## src/rtl/logic_unit_pkg.sv

```systemverilog
// Shared definitions for the logic unit: opcodes, FSM states and the
// width helper used to size the population-count accumulator.
package logic_unit_pkg;

    localparam logic [2:0] OP_NOT      = 3'b000;
    localparam logic [2:0] OP_AND      = 3'b001;
    localparam logic [2:0] OP_OR       = 3'b010;
    localparam logic [2:0] OP_XOR      = 3'b011;
    localparam logic [2:0] OP_NAND     = 3'b100;
    localparam logic [2:0] OP_NOR      = 3'b101;
    localparam logic [2:0] OP_XNOR     = 3'b110;
    localparam logic [2:0] OP_POPCOUNT = 3'b111;

    typedef enum logic [1:0] {
        ST_IDLE  = 2'b00,
        ST_COUNT = 2'b01,
        ST_HOLD  = 2'b10
    } state_t;

    // Bits needed to hold any count from 0 to w inclusive.
    function automatic int count_width(input int w);
        return $clog2(w + 1);
    endfunction

endpackage

```

## src/rtl/logic_unit_popcount_chunk.sv

```systemverilog
// Combinational ones counter for one CHUNK-bit slice of the popcount
// shift register.
module popcount_chunk #(
    parameter int CHUNK = 4
) (
    input  logic [CHUNK-1:0]              bits,
    output logic [$clog2(CHUNK+1)-1:0]    ones
);

    localparam int PW = $clog2(CHUNK + 1);

    // Sum the individual bits of the slice.
    always_comb begin
        ones = '0;
        for (int i = 0; i < CHUNK; i++) begin
            ones = ones + PW'(bits[i]);
        end
    end

endmodule

```

## src/rtl/logic_unit.sv

```systemverilog
// Registered bitwise logic unit with valid/ready handshakes. Seven
// bitwise ops complete in one cycle; POPCOUNT walks the operand CHUNK
// bits per cycle. WIDTH must be >= 2 and a multiple of CHUNK.
module logic_unit
    import logic_unit_pkg::*;
#(
    parameter int WIDTH = 8,
    parameter int CHUNK = 4
) (
    input  logic             clk,
    input  logic             rst,
    input  logic             in_valid,
    output logic             in_ready,
    input  logic [2:0]       op,
    input  logic [WIDTH-1:0] a,
    input  logic [WIDTH-1:0] b,
    output logic             out_valid,
    input  logic             out_ready,
    output logic [WIDTH-1:0] result,
    output logic             zero,
    output logic             parity
);

    localparam int CW     = count_width(WIDTH);
    localparam int NCHUNK = WIDTH / CHUNK;
    localparam int CNTW   = $clog2(NCHUNK + 1);
    localparam int PW     = $clog2(CHUNK + 1);

    state_t           state_q, state_d;
    logic [WIDTH-1:0] shift_q;
    logic [CW-1:0]    acc_q;
    logic [CW-1:0]    acc_d;
    logic [CNTW-1:0]  cnt_q;
    logic [PW-1:0]    chunk_ones;
    logic [WIDTH-1:0] bitwise_res;
    logic [WIDTH-1:0] count_ext;
    logic [WIDTH-1:0] result_d;
    logic             accept;
    logic             last_chunk;
    logic             start_count;
    logic             load_result;
    logic             finish_count;

    // Ready depends only on state and the downstream ready, never on in_valid.
    assign in_ready   = (state_q == ST_IDLE) || ((state_q == ST_HOLD) && out_ready);
    assign accept     = in_valid && in_ready;
    assign last_chunk = (cnt_q == CNTW'(1));

    popcount_chunk #(.CHUNK(CHUNK)) u_chunk (
        .bits (shift_q[CHUNK-1:0]),
        .ones (chunk_ones)
    );

    // Running popcount including the chunk currently at the bottom of the shifter.
    always_comb begin
        acc_d     = acc_q + CW'(chunk_ones);
        count_ext = '0;
        count_ext[CW-1:0] = acc_d;
    end

    // Single-cycle bitwise operation selected by op.
    always_comb begin
        bitwise_res = '0;
        case (op)
            OP_NOT:  bitwise_res = ~a;
            OP_AND:  bitwise_res = a & b;
            OP_OR:   bitwise_res = a | b;
            OP_XOR:  bitwise_res = a ^ b;
            OP_NAND: bitwise_res = ~(a & b);
            OP_NOR:  bitwise_res = ~(a | b);
            OP_XNOR: bitwise_res = ~(a ^ b);
            default: bitwise_res = '0;
        endcase
    end

    // Next-state logic; HOLD with out_ready behaves like IDLE for a new accept.
    always_comb begin
        state_d      = state_q;
        start_count  = 1'b0;
        load_result  = 1'b0;
        finish_count = 1'b0;
        case (state_q)
            ST_IDLE, ST_HOLD: begin
                if (accept) begin
                    if (op == OP_POPCOUNT) begin
                        state_d     = ST_COUNT;
                        start_count = 1'b1;
                    end else begin
                        state_d     = ST_HOLD;
                        load_result = 1'b1;
                    end
                end else if ((state_q == ST_HOLD) && out_ready) begin
                    state_d = ST_IDLE;
                end
            end
            ST_COUNT: begin
                if (last_chunk) begin
                    state_d      = ST_HOLD;
                    finish_count = 1'b1;
                end
            end
            default: state_d = ST_IDLE;
        endcase
        result_d = finish_count ? count_ext : bitwise_res;
    end

    // State register; out_valid is kept as its own flop so it leaves the block registered.
    always_ff @(posedge clk) begin
        if (rst) begin
            state_q   <= ST_IDLE;
            out_valid <= 1'b0;
        end else begin
            state_q   <= state_d;
            out_valid <= (state_d == ST_HOLD);
        end
    end

    // Result register and its flags, always updated together so they agree.
    always_ff @(posedge clk) begin
        if (rst) begin
            result <= '0;
            zero   <= 1'b1;
            parity <= 1'b0;
        end else if (load_result || finish_count) begin
            result <= result_d;
            zero   <= (result_d == '0);
            parity <= ^result_d;
        end
    end

    // Popcount datapath: shifter, accumulator and remaining-chunk counter.
    always_ff @(posedge clk) begin
        if (rst) begin
            shift_q <= '0;
            acc_q   <= '0;
            cnt_q   <= '0;
        end else if (start_count) begin
            shift_q <= a;
            acc_q   <= '0;
            cnt_q   <= CNTW'(NCHUNK);
        end else if (state_q == ST_COUNT) begin
            shift_q <= shift_q >> CHUNK;
            acc_q   <= acc_d;
            cnt_q   <= cnt_q - CNTW'(1);
        end
    end

endmodule

```

## config.mk

```make
export PLATFORM = sky130hd
export DESIGN_NAME = logic_unit
export DESIGN_NICKNAME = d
export VERILOG_FILES = /design/src/rtl/logic_unit_pkg.sv /design/src/rtl/logic_unit_popcount_chunk.sv /design/src/rtl/logic_unit.sv
export SDC_FILE = /design/constraint.sdc
export NUM_CORES = 1
export LEC_CHECK = 0
export ABC_AREA = 1
export BUFFER_PORTS_ARGS = -buffer_cell sky130_fd_sc_hd__buf_2
export CAP_MARGIN = 20
export CORE_ASPECT_RATIO = 0.7
export CORE_MARGIN = 3
export CORE_UTILIZATION = 38
export DETAILED_ROUTE_END_ITERATION = 16
export PLACE_DENSITY = 0.67
export SYNTH_ARGS = -nofsm -noshare
export SYNTH_HDL_FRONTEND = slang
export SYNTH_SLANG_ARGS = --single-unit
```

## constraint.sdc

```tcl
create_clock -name clk -period 3.19 [get_ports clk]
set_input_delay 0.638 -clock clk [delete_from_list [all_inputs] [get_ports clk]]
set_output_delay 0.638 -clock clk [all_outputs]
set_load 0.01 [all_outputs]
```

Yosys cells after proc, flatten, opt, wreduce, memory -nomap -nowiden
Cells that the tools add are included.
Widths: inputs -> output; s select.

storage, ports and cells
  register bits after elaboration = 27
  bits in latches = 0
  memory bits (writable) = 0
  ROM bits = 0
  input port bits = 23
  word-level logic and storage cells = 62
  memories = 0

cells by class
  $add $sub $neg = 5
  multipliers = 0
  div/mod/pow operators = 0
  magnitude comparators = 0
  eq/ne operators = 11
  shift operators = 0
  mux-type cells = 19
  bitwise logic cells = 7
  reduce and logical (&&, ||, !) cells = 11

operators with widths
  kind                count
  $pmux 8 s7          1
  $not 8->8           4
  $mux 8              3
  $eq 3x3->1 const B  4
  $mux 2              6
  $and 8x8->8         1
  $logic_not 8->1     1
  $mux 1              8
  $or 8x8->8          1
  $reduce_xor 8->1    1
  $xor 8x8->8         1
  $add 3x1->3         2
  $eq 3x2->1 const B  2
  $add 4x3->4         1
  $eq 2x1->1 const B  2
  $eq 2x2->1 const B  2
  $pmux 2 s2          1
  $reduce_or 2->1     2
  $eq 3x1->1 const B  1
  $logic_not 3->1     1
  $add 1x1->2         1
  $logic_and 1x1->1   2
  $logic_not 2->1     1
  $logic_or 1x1->1    2
  other kinds (2)     2

Depth between registers and ports, before layout
Gate-level depths: netlist (run 1).

  word-level depth = 7
  mapped depth = 16

By module
A second synthesis (run 1) with hierarchy kept.

unflattened totals
  cell total of the unflattened synthesis = 344
  area total of the unflattened synthesis = 2282.2 um^2

by module, submodules not included
  module          instances  cells an instance  area an instance (um^2)
  logic_unit      1          336                2218.4
  popcount_chunk  1          8                  63.8

Worst setup path after synthesis (run 1)
No wires, ideal clock.

  kind = register to register
  from = register shift_q[0]
  to = register parity
  setup time = 0.120 ns
  arrival time = 2.667 ns
  path slack = 0.404 ns
  cell stages (with the launch flop) = 15
  cells stage by stage = dfxtp_1 ha_1 inv_1 fa_1 inv_1 ha_1 inv_1 fa_1 xnor2_1 nand2_1 a21boi_0 ha_1 xnor2_1 xnor2_1 a21oi_1

on the way
  cells in the longest elaborated chain, start to end = 6

ends and longest elaborated chain
  what                      line                             RTL
  start, declared           logic_unit.sv:30                 logic [WIDTH-1:0] shift_q;
  start signal, assigned    logic_unit.sv:142                shift_q <= shift_q >> CHUNK;
  $add 1x1->2               logic_unit_popcount_chunk.sv:16  ones = ones + PW'(bits[i]);
  $add 3x1->3 (2 in a row)  logic_unit_popcount_chunk.sv:16
  $add 4x3->4               logic_unit.sv:56                 acc_d = acc_q + CW'(chunk_ones);
  $mux 8                    logic_unit.sv:104                result_d = finish_count ? count_ext : bitwise_res;
  $reduce_xor 8->1          logic_unit.sv:127                parity <= ^result_d;
  end signal, assigned      logic_unit.sv:127
  end, declared             logic_unit.sv:21                 output logic parity

No other way between the ends.
A chain may end at the register's enable or synchronous reset.

Final worst setup path (run 1)
Ends and elaborated chain as after synthesis.

==> results by group, run 1 <==
Run status
  – Status: finished clean

Place
  – Detail Placement HPWL: roughly 4000 µm
  – IO buf count: 34
  – Placer Congestion: between 0.8 and 0.9
  – DP Worst Slack: around 0.18 ns
  – Placed instance area: around 2400 µm²

Final layout
  – Most frequent cells in the layout: nand2_1, inv_1, nor2_1, buf_2, dfxtp_1
  – Final Cell Area: roughly 2500 µm²
  – Share of post-route cells with drive strength above 1: a little over an eighth
  – Ant diodes: 0
  – Commonest non-fill, non-tap cell in the layout: nand2_1
  – Syn-to-layout area delta: 13.3%
  – NumNets Final: roughly 420
  – Final Core Density: a little under half

STA
  – Max-slew violations: 0
  – Period minus WS final: between 3 and 4 ns
  – Final setup vio count: 0
  – Slew @ Worst Pin: between 0.5 and 0.6 ns
  – Rel. slew slack: a little under two thirds
  – Tcrit/Tclk final: 95.0%
  – Max Clock Freq: 0.330 GHz
  – Final WS setup: approximately 0.16 ns
  – Final Skew: between 0.003 and 0.004 ns
  – Setup TNS: 0 ns
  – Fin. Hold Viols: 0

Critical path
  – Crit path launch: shift_q[0]$_SDFFE_PP0P_
  – Register-to-Register Setup Slack: approximately 0.16 ns
  – Cell depth of the worst flop-to-flop path: 14
  – Crit path to: parity$_SDFFE_PP0P_
  – Critical Path Sink Type: register
  – Critical path class: reg -> reg
  – Startpoint types: register
  – FF-to-FF End: parity$_SDFFE_PP0P_
  – R2R Path Start: shift_q[0]$_SDFFE_PP0P_
  – CP arrival: 3.18 ns
  – CP required: approximately 3.3 ns
  – Crit-path max FO: 2

Floorplanning
  – # IOs: 35
  – Initial core utilization: 40.6%
  – Die width: just under 100 µm
  – Core ar.: between 5000 and 6000 µm²
  – Die area: between 6000 and 7000 µm²
  – Row count: 22
  – Die height: between 60 and 70 µm

Power and ir drop
  – Switching share of total power: around 33%
  – P_sw: between 200 and 300 µW
  – Cell Pwr Density: 323 nW/µm²
  – Clock share of power: 24.7%
  – Internal Power: ~540 µW
  – VDD IR max: about 0.19 mV
  – LEAKAGE: between 1 and 1.5 nW
  – Gate power share: between 20% and 30%
  – Sequential cell fraction of total power: around 45%

Global routing
  – Vias in the first global route: about 1,900
  – Gr ovfl total: 0
  – GRT Util Overall: around 15%
  – Pin count of the biggest net entering global routing: 23
  – Initial antenna violation count: 0
  – Global-route wire length before repair: between 8000 and 9000 µm

Detailed routing
  – Routed Antenna Nets: 0
  – DRC: 0
  – DRT iter0 DRCs: a little under 200
  – DRT Pass-1 Iters: 4
  – WL final: between 5000 and 6000 µm
  – Via/cell ratio: just under 5
  – Via count: between 2,000 and 2,500
  – Detail-routed net length per standard cell: 11.8 µm

Synthesis
  – Main combinational cell family by area after synthesis: simple AND/OR/NAND/NOR gates
  – Area leader, netlist: dfxtp_1
  – Synth Area in Compound Gates: between 10% and 20%
  – Synth top area cells: dfxtp_1, ha_1, nand2_1
  – Sequential area share after synthesis: around a quarter
  – Synth Register Bits: 27
  – Fraction of the mapped netlist area in adder cells: 16.6%
  – Mux cell area share after synthesis: 0%
  – Post-synthesis simple-gate area fraction: between 30% and 40%
  – Syn nets: ~390
  – Netlist cell types: 28
  – Mapped Cells: 338
  – XOR/XNOR share of the synthesized area: under 10%
  – Syn_area_per_cell: ~6.5 µm²
  – Synth Warn #: 0
  – Mapped Area: about 2200 µm²
  – Synth top area share: roughly a quarter

CTS
  – CTS tree: yes
  – Clock Path Buffers: 2
  – Skew-Pair Late Insertion Delay: between 0.2 and 0.3 ns
  – Num CTS Buffers: 3
  – H-tree depth: 1
  – Clock sinks: 27
  – CTS Root Cell: clkbuf_8
  – Worst-path clk slew: roughly 0.10 ns

Min path
  – HP Class: reg -> reg
  – Cells on Worst Hold Path: 2

Flow run
  – MaxCap Viol Count: 0
==> kinds of logic after synthesis <==
logic type | Yosys count
compound gates | 50
flops | 27
fa+ha+maj | 28
xor+xnor | 5
buf+inv | 72
simple gates | 156
==> metrics by stage <==
| stage | power [mW] | hold slack (ns) | cells |
|---|---|---|---|
| 2_1_floorplan | 0.539 | 0.440 | 338 |
| 3_3_place_gp | 0.610 | 0.450 | 438 |
| 3_5_place_dp | 0.613 | 0.460 | 438 |
| 4_1_cts | 0.813 | 0.474 | 442 |
| 5_1_grt | 0.861 | 0.504 | 442 |
| 6_report | 0.805 | 0.473 | 442 |
==> power by group through the flow <==
stage	logic, mW	clock network, mW	registers [mW]
6_report	0.241	0.199	0.365
5_1_grt	0.274	0.218	0.368
4_1_cts	0.242	0.206	0.365
3_5_place_dp	0.240	0	0.372
3_3_place_gp	0.237	0	0.373
2_1_floorplan	0.159	0	0.379
==> sequential cells by signal, summed over array words and instances, names as in the netlist <==
name	count
result	8
state_q	2
parity	1
shift_q	8
acc_q	4
out_valid	1
zero	1
cnt_q	2
==> Yosys cell counts <==
library cell  count
a21boi_0          2
nand3_1          19
buf_6             1
o211ai_1          2
or2_2             1
nor3_1            1
clkbuf_1          1
ha_1             26
clkinv_1          1
a22oi_1           3
buf_1             1
o21a_1            1
inv_2             1
a211oi_1          1
dfxtp_1          27
nand3b_1          4
o21ai_0          20
xnor2_1           5
a21oi_1          21
nor2_1           38
nand4_1          19
nand2_1          69
nor2_2            3
buf_2             8
nor3_2            1
fa_1              2
and2_1            1
inv_1            59
==> timing repair <==
action,in CTS,in global routing
setup buffers,0,0
hold buffers,0,0
endpoints found under the setup margin,0,1
gates resized for setup,0,2
==> worst max-delay path, cell delays in order, from the launching register on <==
cell and delay [ns]:
dfxtp_1 0.33, ha_1 0.28, inv_1 0.06, fa_1 0.40, inv_1 0.07, ha_1 0.17
inv_1 0.06, fa_1 0.41, xnor2_2 0.17, nand2_1 0.09, a21boi_1 0.13, ha_1 0.33
xnor2_1 0.18, xnor2_1 0.14, a21oi_1 0.08
==> how the worst min path moves through the flow <==
| stage | startpoint | end | slack (ns) |
|---|---|---|---|
| floorplan | shift_q[4]$_SDFFE_PP0P_ | shift_q[4]$_SDFFE_PP0P_ | 0.44 |
| global placement | shift_q[6]$_SDFFE_PP0P_ | shift_q[6]$_SDFFE_PP0P_ | 0.45 |
| detailed placement | shift_q[6]$_SDFFE_PP0P_ | shift_q[6]$_SDFFE_PP0P_ | 0.46 |
| CTS | shift_q[6]$_SDFFE_PP0P_ | shift_q[6]$_SDFFE_PP0P_ | 0.47 |
| global route | acc_q[0]$_SDFFE_PP0P_ | acc_q[0]$_SDFFE_PP0P_ | 0.50 |
| finish | shift_q[6]$_SDFFE_PP0P_ | shift_q[6]$_SDFFE_PP0P_ | 0.47 |
==> final cells by class <==
| cell class | instances | area (µm²) |
|---|---|---|
| timing repair buffer | 39 | 208 |
| fill | 561 | 2930 |
| multi-input combinational | 239 | 1380 |
| clock inverter | 1 | 5.00 |
| clock buffer | 3 | 41.3 |
| sequential | 27 | 541 |
| inverter | 61 | 229 |
| tap | 72 | 90.1 |
==> metal layers <==
layer	vias up	GRT usage (%)	share of wire (%)
met5	-	0	0
met4	0	2.65	0.55
met3	4	3.02	5.6
met2	61	23.1	42
met1	975	22.9	52
li1	1155	-	-
Power figures use the tool's default switching activity.
==> inputs of run 2 (changes only) <==
--- a/config.mk
+++ b/config.mk
@@ -10,9 +10,9 @@
 export CAP_MARGIN = 20
 export CORE_ASPECT_RATIO = 0.7
 export CORE_MARGIN = 3
-export CORE_UTILIZATION = 38
+export CORE_UTILIZATION = 42
 export DETAILED_ROUTE_END_ITERATION = 16
-export PLACE_DENSITY = 0.67
+export PLACE_DENSITY = 0.72
 export SYNTH_ARGS = -nofsm -noshare
 export SYNTH_HDL_FRONTEND = slang
 export SYNTH_SLANG_ARGS = --single-unit
==> run 2 against run 1 <==
First-iteration DRC count shrank 21%; critical path depth is the same; setup slack is essentially flat.
==> results by group, run 2 (same netlist as run 1, synthesis figures left out) <==
Power and ir drop
  – VDD IR max: 0.191 mV (was 0.190 mV)
  – Clock share of power: 24.3% (was 24.7%)
  – Total chip power: 812 µW (was 805 µW)
  – Internal Power: 547 µW (was 541 µW)
  – LEAKAGE: 1.34 nW (was 1.32 nW)
  – P_sw: 265 µW (was 264 µW)
  – Sequential cell fraction of total power: 45.1% (was 45.4%)
  – Gate power share: 30.6% (was 29.9%)
  – Cell Pwr Density: 320 nW/µm² (was 323 nW/µm²)
  – Switching share of total power: 32.7% (was 32.8%)

Critical path
  – Critical Path Sink Type: register (unchanged)
  – R2R Path Start: shift_q[0]$_SDFFE_PP0P_ (unchanged)
  – Cells along the critical path: ha_1, inv_1, fa_1, inv_1, ha_2, inv_1, fa_2, xnor2_2, nand2_1, a21boi_1, ha_1, xnor2_2, xnor2_1, a21oi_1 (was ha_1, inv_1, fa_1, inv_1, ha_1, inv_1, fa_1, xnor2_2, nand2_1, a21boi_1, ha_1, xnor2_1, xnor2_1, a21oi_1)
  – Register-to-Register Setup Slack: 0.16 ns (about the same)
  – CP top delay family: adder cells (unchanged)
  – Critical path class: reg -> reg (unchanged)
  – FF-to-FF End: parity$_SDFFE_PP0P_ (unchanged)
  – CP required: 3.34 ns (about the same)
  – CP peak stage delay: 0.40 ns (was 0.41 ns)
  – CP arrival: 3.18 ns (about the same)
  – Crit-path slowest cell: fa_1 (unchanged)
  – Cell depth of the worst flop-to-flop path: 14 (unchanged)
  – Startpoint types: register (unchanged)
  – Most frequent CP cell: inv_1
  – Worst path buffer plus inverter count: 3 (unchanged)
  – Crit-path max FO: 2 (unchanged)

Global routing
  – Gr ovfl total: 0 (unchanged)
  – GRT Util Overall: 17.5% (was 15.4%)
  – Global-route wire length before repair: 8870 µm (was 8900 µm)
  – Pin count of the biggest net entering global routing: 23 (unchanged)
  – Initial antenna violation count: 0 (unchanged)
  – Vias in the first global route: 1,930 (was 1,916)

Min path
  – Worst Hold Path EP: shift_q[5]$_SDFFE_PP0P_ (was shift_q[6]$_SDFFE_PP0P_)
  – Min-delay src: shift_q[5]$_SDFFE_PP0P_ (was shift_q[6]$_SDFFE_PP0P_)
  – Cells on Worst Hold Path: 2 (unchanged)
  – HP Class: reg -> reg (unchanged)

Detailed routing
  – DRT Pass-1 Iters: 4 (unchanged)
  – DRC: 0 (unchanged)
  – WL final: 5180 µm (was 5240 µm)
  – Routed Antenna Nets: 0 (unchanged)
  – Detail-routed net length per standard cell: 11.7 µm (was 11.8 µm)
  – Via/cell ratio: 4.99 (was 4.97)
  – DRT iter0 DRCs: 153 (was 194)
  – Via count: 2,201 (was 2,195)

STA
  – Rel. slew slack: 64.9% (was 63.7%)
  – Final Skew: 0.00266 ns (was 0.00309 ns)
  – Final setup vio count: 0 (unchanged)
  – Fin. Hold Viols: 0 (unchanged)
  – Max-slew violations: 0 (unchanged)
  – Max Clock Freq: 0.330 GHz (about the same)
  – Tcrit/Tclk final: 95.0% (about the same)
  – Worst hold slack: 0.469 ns (was 0.473 ns)
  – Period minus WS final: 3.03 ns (about the same)
  – Slew @ Worst Pin: 0.526 ns (was 0.543 ns)

Floorplanning
  – # IOs: 35 (unchanged)
  – Row count: 21 (was 22)
  – Initial core utilization: 44.8% (was 40.6%)
  – Core ar.: 4910 µm² (was 5420 µm²)
  – Die area: 6160 µm² (was 6760 µm²)
  – Die width: 92.5 µm (was 97.0 µm)
  – Die height: 66.6 µm (was 69.7 µm)

Place
  – Detail Placement HPWL: 3960 µm (was 4020 µm)
  – IO buf count: 34 (unchanged)
  – Placer Congestion: 0.874 (was 0.881)

Final layout
  – NumNets Final: 424 (was 422)
  – Most frequent cells in the layout: nand2_1, inv_1, nor2_1, buf_2, dfxtp_1 (unchanged)
  – Final Core Density: 51.7% (was 46.0%)
  – Multi-input logic area: 1410 µm² (was 1380 µm²)
  – Share of post-route cells with drive strength above 1: 15.9% (was 13.5%)
  – Syn-to-layout area delta: 15.3% (was 13.3%)
  – Commonest non-fill, non-tap cell in the layout: nand2_1 (unchanged)
  – Biggest regs: result x8, shift_q x8, acc_q x4 (unchanged)
  – Filler Cells Inserted: 496 (was 561)
  – Seq. cell area: 542 µm² (was 541 µm²)
  – Ant diodes: 0 (unchanged)

Flow run
  – MaxCap Viol Count: 0 (unchanged)

CTS
  – H-tree depth: 1 (unchanged)
  – Clock sinks: 27 (unchanged)
  – Num CTS Buffers: 3 (unchanged)
  – Clock Path Buffers: 2 (unchanged)
  – CTS tree: yes (unchanged)
  – Worst-path clk slew: 0.09 ns (was 0.10 ns)
  – Skew-Pair Late Insertion Delay: 0.28 ns (was 0.27 ns)
  – CTS Root Cell: clkbuf_8 (unchanged)

Run status
  – Status: finished clean (unchanged)
==> run 2: worst min-delay path: cells and delay by family (launching register included) <==
kind	cells	cell delay, ns
and+or+nand+nor	1	0.06
AOI/OAI and AO/OA	1	0.05
DFF	1	0.32
==> run 2: layer usage <==
metal	GRT usage (%)	up-vias	wire (µm)
met4	2.41	0	21
met2	28.0	58	2260
met3	3.39	2	301
li1	-	1155	-
met5	0	-	0
met1	25.1	986	2600
==> run 2: worst max path at each step <==
stage,startpoint,to,depth (start not counted)
2_1_floorplan,shift_q[0]$_SDFFE_PP0P_,parity$_SDFFE_PP0P_,14
3_3_place_gp,shift_q[0]$_SDFFE_PP0P_,parity$_SDFFE_PP0P_,14
3_5_place_dp,shift_q[0]$_SDFFE_PP0P_,parity$_SDFFE_PP0P_,14
4_1_cts,shift_q[0]$_SDFFE_PP0P_,parity$_SDFFE_PP0P_,14
5_1_grt,shift_q[0]$_SDFFE_PP0P_,parity$_SDFFE_PP0P_,14
6_report,shift_q[0]$_SDFFE_PP0P_,parity$_SDFFE_PP0P_,14
==> run 2: area by class of cell <==
| cell class | instances | share of cell area, % |
|---|---|---|
| clock inverter | 1 | 0.197 |
| sequential | 27 | 21.3 |
| inverter | 61 | 9.01 |
| clock buffer | 3 | 1.63 |
| timing repair buffer | 41 | 8.77 |
| multi-input combinational | 239 | 55.7 |
| tap | 69 | 3.40 |
==> run 2: through the flow <==
step	instances	worst slack (ns)	cell area (µm²)	setup TNS, ns
floorplan	338	0.404	2200	0
global placement	435	0.247	2440	0
detailed placement	435	0.165	2440	0
CTS	439	0.120	2480	0
global route	441	-0.0277	2540	-0.0277
finish	441	0.159	2540	0
==> run 2: power by group through the flow <==
stage | logic (mW) | clock network (mW) | registers [mW]
after floorplan | 0.159 | 0 | 0.379
after global placement | 0.236 | 0 | 0.373
after detailed placement | 0.239 | 0 | 0.373
after CTS | 0.241 | 0.202 | 0.366
after global routing | 0.287 | 0.217 | 0.368
final | 0.249 | 0.197 | 0.366
==> run 2: repair_timing <==
item | CTS | global route
setup buffers | 0 | 2
gates resized for setup | 0 | 10
setup endpoints to repair | 0 | 1
hold endpoints to repair | 0 | 0
hold buffers | 0 | 0
==> inputs of run 3 (changes only) <==
--- a/config.mk
+++ b/config.mk
@@ -9,10 +9,11 @@
 export BUFFER_PORTS_ARGS = -buffer_cell sky130_fd_sc_hd__buf_2
 export CAP_MARGIN = 20
 export CORE_ASPECT_RATIO = 0.7
-export CORE_MARGIN = 3
 export CORE_UTILIZATION = 42
+export CTS_BUF_LIST = sky130_fd_sc_hd__clkbuf_4
 export DETAILED_ROUTE_END_ITERATION = 16
 export PLACE_DENSITY = 0.72
+export REMOVE_ABC_BUFFERS = 1
 export SYNTH_ARGS = -nofsm -noshare
 export SYNTH_HDL_FRONTEND = slang
 export SYNTH_SLANG_ARGS = --single-unit
==> run 3 against run 2 <==
Sequential cell count unchanged; core utilization decreased by 0.28 points; setup slack got worse by 0.034 ns; clock skew increased by 0.0064 ns; non-clock buffer count increased by 1; sequential power about the same.
==> results by group, run 3 (same netlist as run 1, synthesis figures left out) <==
Run status
  – Status: finished clean (unchanged)

Detailed routing
  – Detail-routed net length per standard cell: 11.9 µm (was 11.7 µm)
  – Routed Antenna Nets: 0 (unchanged)
  – DRT Pass-1 Iters: 5 (was 4)
  – Via count: 2,215 (was 2,201)
  – WL final: 5270 µm (was 5180 µm)
  – DRC: 0 (unchanged)
  – DRT iter0 DRCs: 146 (was 153)
  – Via/cell ratio: 5.01 (was 4.99)

Power and ir drop
  – Switching share of total power: 33.2% (was 32.7%)
  – LEAKAGE: 1.33 nW (was 1.34 nW)
  – Clock share of power: 20.4% (was 24.3%)
  – VDD IR max: 0.224 mV (was 0.191 mV)
  – Gate power share: 32.3% (was 30.6%)
  – Internal Power: 517 µW (was 547 µW)
  – P_sw: 257 µW (was 265 µW)
  – Cell Pwr Density: 306 nW/µm² (was 320 nW/µm²)
  – Sequential cell fraction of total power: 47.2% (was 45.1%)

CTS
  – Worst-path clk slew: 0.15 ns (was 0.09 ns)
  – CTS tree: yes (unchanged)
  – Clock sinks: 27 (unchanged)
  – Skew-Pair Late Insertion Delay: 0.33 ns (was 0.28 ns)
  – Hold_buf cts: 0 (unchanged)
  – CTS Root Cell: clkbuf_4 (was clkbuf_8)
  – H-tree depth: 1 (unchanged)
  – Num CTS Buffers: 3 (unchanged)
  – Clock Path Buffers: 2 (unchanged)

STA
  – Final WS setup: 0.125 ns (was 0.159 ns)
  – Final setup vio count: 0 (unchanged)
  – Max-slew violations: 0 (unchanged)
  – Slew @ Worst Pin: 0.549 ns (was 0.526 ns)
  – Max Clock Freq: 0.326 GHz (was 0.330 GHz)
  – Fin. Hold Viols: 0 (unchanged)
  – Tcrit/Tclk final: 96.1% (was 95.0%)
  – Worst hold slack: 0.476 ns (was 0.469 ns)
  – Period minus WS final: 3.06 ns (was 3.03 ns)
  – Setup TNS: 0 ns (unchanged)
  – Final Skew: 0.00903 ns (was 0.00266 ns)
  – Rel. slew slack: 63.3% (was 64.9%)

Global routing
  – Vias in the first global route: 1,879 (was 1,930)
  – Pin count of the biggest net entering global routing: 23 (unchanged)
  – Gr ovfl total: 0 (unchanged)
  – Initial antenna violation count: 0 (unchanged)
  – GRT Util Overall: 19.7% (was 17.5%)
  – Global-route wire length before repair: 8720 µm (was 8870 µm)

Final layout
  – NumNets Final: 425 (was 424)
  – Share of post-route cells with drive strength above 1: 16.1% (was 15.9%)
  – Commonest non-fill, non-tap cell in the layout: nand2_1 (unchanged)
  – Biggest regs: result x8, shift_q x8, acc_q x4 (unchanged)
  – Ant diodes: 0 (unchanged)
  – Syn-to-layout area delta: 14.7% (was 15.3%)
  – Most frequent cells in the layout: nand2_1, inv_1, nor2_1, buf_2 (was nand2_1, inv_1, nor2_1, buf_2, dfxtp_1)

Critical path
  – CP required: 3.39 ns (was 3.34 ns)
  – Crit-path max FO: 2 (unchanged)
  – Critical Path Sink Type: register (unchanged)
  – Crit-path slowest cell: fa_1 (unchanged)
  – CP peak stage delay: 0.42 ns (was 0.40 ns)
  – Critical path class: reg -> reg (unchanged)
  – CP arrival: 3.26 ns (was 3.18 ns)
  – Startpoint types: register (unchanged)
  – Cells along the critical path: ha_1, inv_1, fa_1, inv_1, ha_1, inv_1, fa_2, xnor2_2, nand2_1, a21boi_1, ha_1, xnor2_2, xnor2_1, a21oi_1 (was ha_1, inv_1, fa_1, inv_1, ha_2, inv_1, fa_2, xnor2_2, nand2_1, a21boi_1, ha_1, xnor2_2, xnor2_1, a21oi_1)

Floorplanning
  – # IOs: 35 (unchanged)
  – Row count: 21 (unchanged)
  – Die height: 62.6 µm (was 66.6 µm)
  – Core ar.: 4910 µm² (unchanged)
  – Initial core utilization: 44.8% (unchanged)
  – Die area: 5540 µm² (was 6160 µm²)
  – Die width: 88.5 µm (was 92.5 µm)

Place
  – IO buf count: 34 (unchanged)
  – Placer Congestion: 0.846 (was 0.874)
  – Detail Placement HPWL: 4000 µm (was 3960 µm)
  – DP Worst Slack: 0.158 ns (was 0.165 ns)

Flow run
  – MaxCap Viol Count: 0 (unchanged)

Min path
  – HP Class: reg -> reg (unchanged)
[run 3: stage by stage]
step / power [mW] / cells / instance area (µm²) / utilization [%]
floorplan: 0.525 / 327 / 2140 / -
global placement: 0.609 / 436 / 2440 / 49.8
detailed placement: 0.614 / 436 / 2440 / 49.8
CTS: 0.771 / 440 / 2470 / 50.4
global route: 0.835 / 442 / 2530 / 51.4
finish: 0.774 / 442 / 2530 / 51.4
[run 3: path summary, 6_finish.rpt]
kind,startpoint,end,slack (ns),depth (start not counted)
setup reg to reg,shift_q[0]$_SDFFE_PP0P_,parity$_SDFFE_PP0P_,0.13,14
setup / recovery,shift_q[0]$_SDFFE_PP0P_,parity$_SDFFE_PP0P_,0.13,14
hold / removal,shift_q[6]$_SDFFE_PP0P_,shift_q[6]$_SDFFE_PP0P_,0.48,2
hold reg to reg,shift_q[6]$_SDFFE_PP0P_,shift_q[6]$_SDFFE_PP0P_,0.48,2
[run 3: power by group through the flow]
stage | logic [mW] | clock network (mW) | registers [mW]
after floorplan | 0.146 | 0 | 0.379
after global placement | 0.237 | 0 | 0.373
after detailed placement | 0.241 | 0 | 0.373
after CTS | 0.243 | 0.162 | 0.366
after global routing | 0.284 | 0.182 | 0.368
final | 0.250 | 0.158 | 0.366
[run 3: final cells by class]
cell class              count  area [µm²]
fillers                   526        2390
multi-input cells         239        1410
flip-flops and latches     27         543
repair buffers             42         230
inverters                  61         229
well taps                  69        86.3
clock buffers               4        30.0
[run 3: worst max-delay path: cells and delay by family, from the launching register on]
family                   cells  cell delay [ns]
adder cells (fa/ha/maj)      5             1.58
XOR/XNOR                     3             0.50
flip-flops                   1             0.35
buffers and inverters        3             0.22
AO/OA/AOI/OAI                2             0.21
AND/OR/NAND/NOR              1             0.09
[run 3: what timing repair did]
item / CTS / global route
gates resized for setup: 0 / 9
buffers inserted: 0 / 2
endpoints found under the setup margin: 0 / 1
[run 3: per-layer routing]
metal	share of wire [%]	track usage (%)	up-vias
met4	0.076	1.21	0
met5	0	0	-
met3	7.0	4.10	2
met1	50	30.9	986
met2	43	28.4	71
li1	-	-	1156
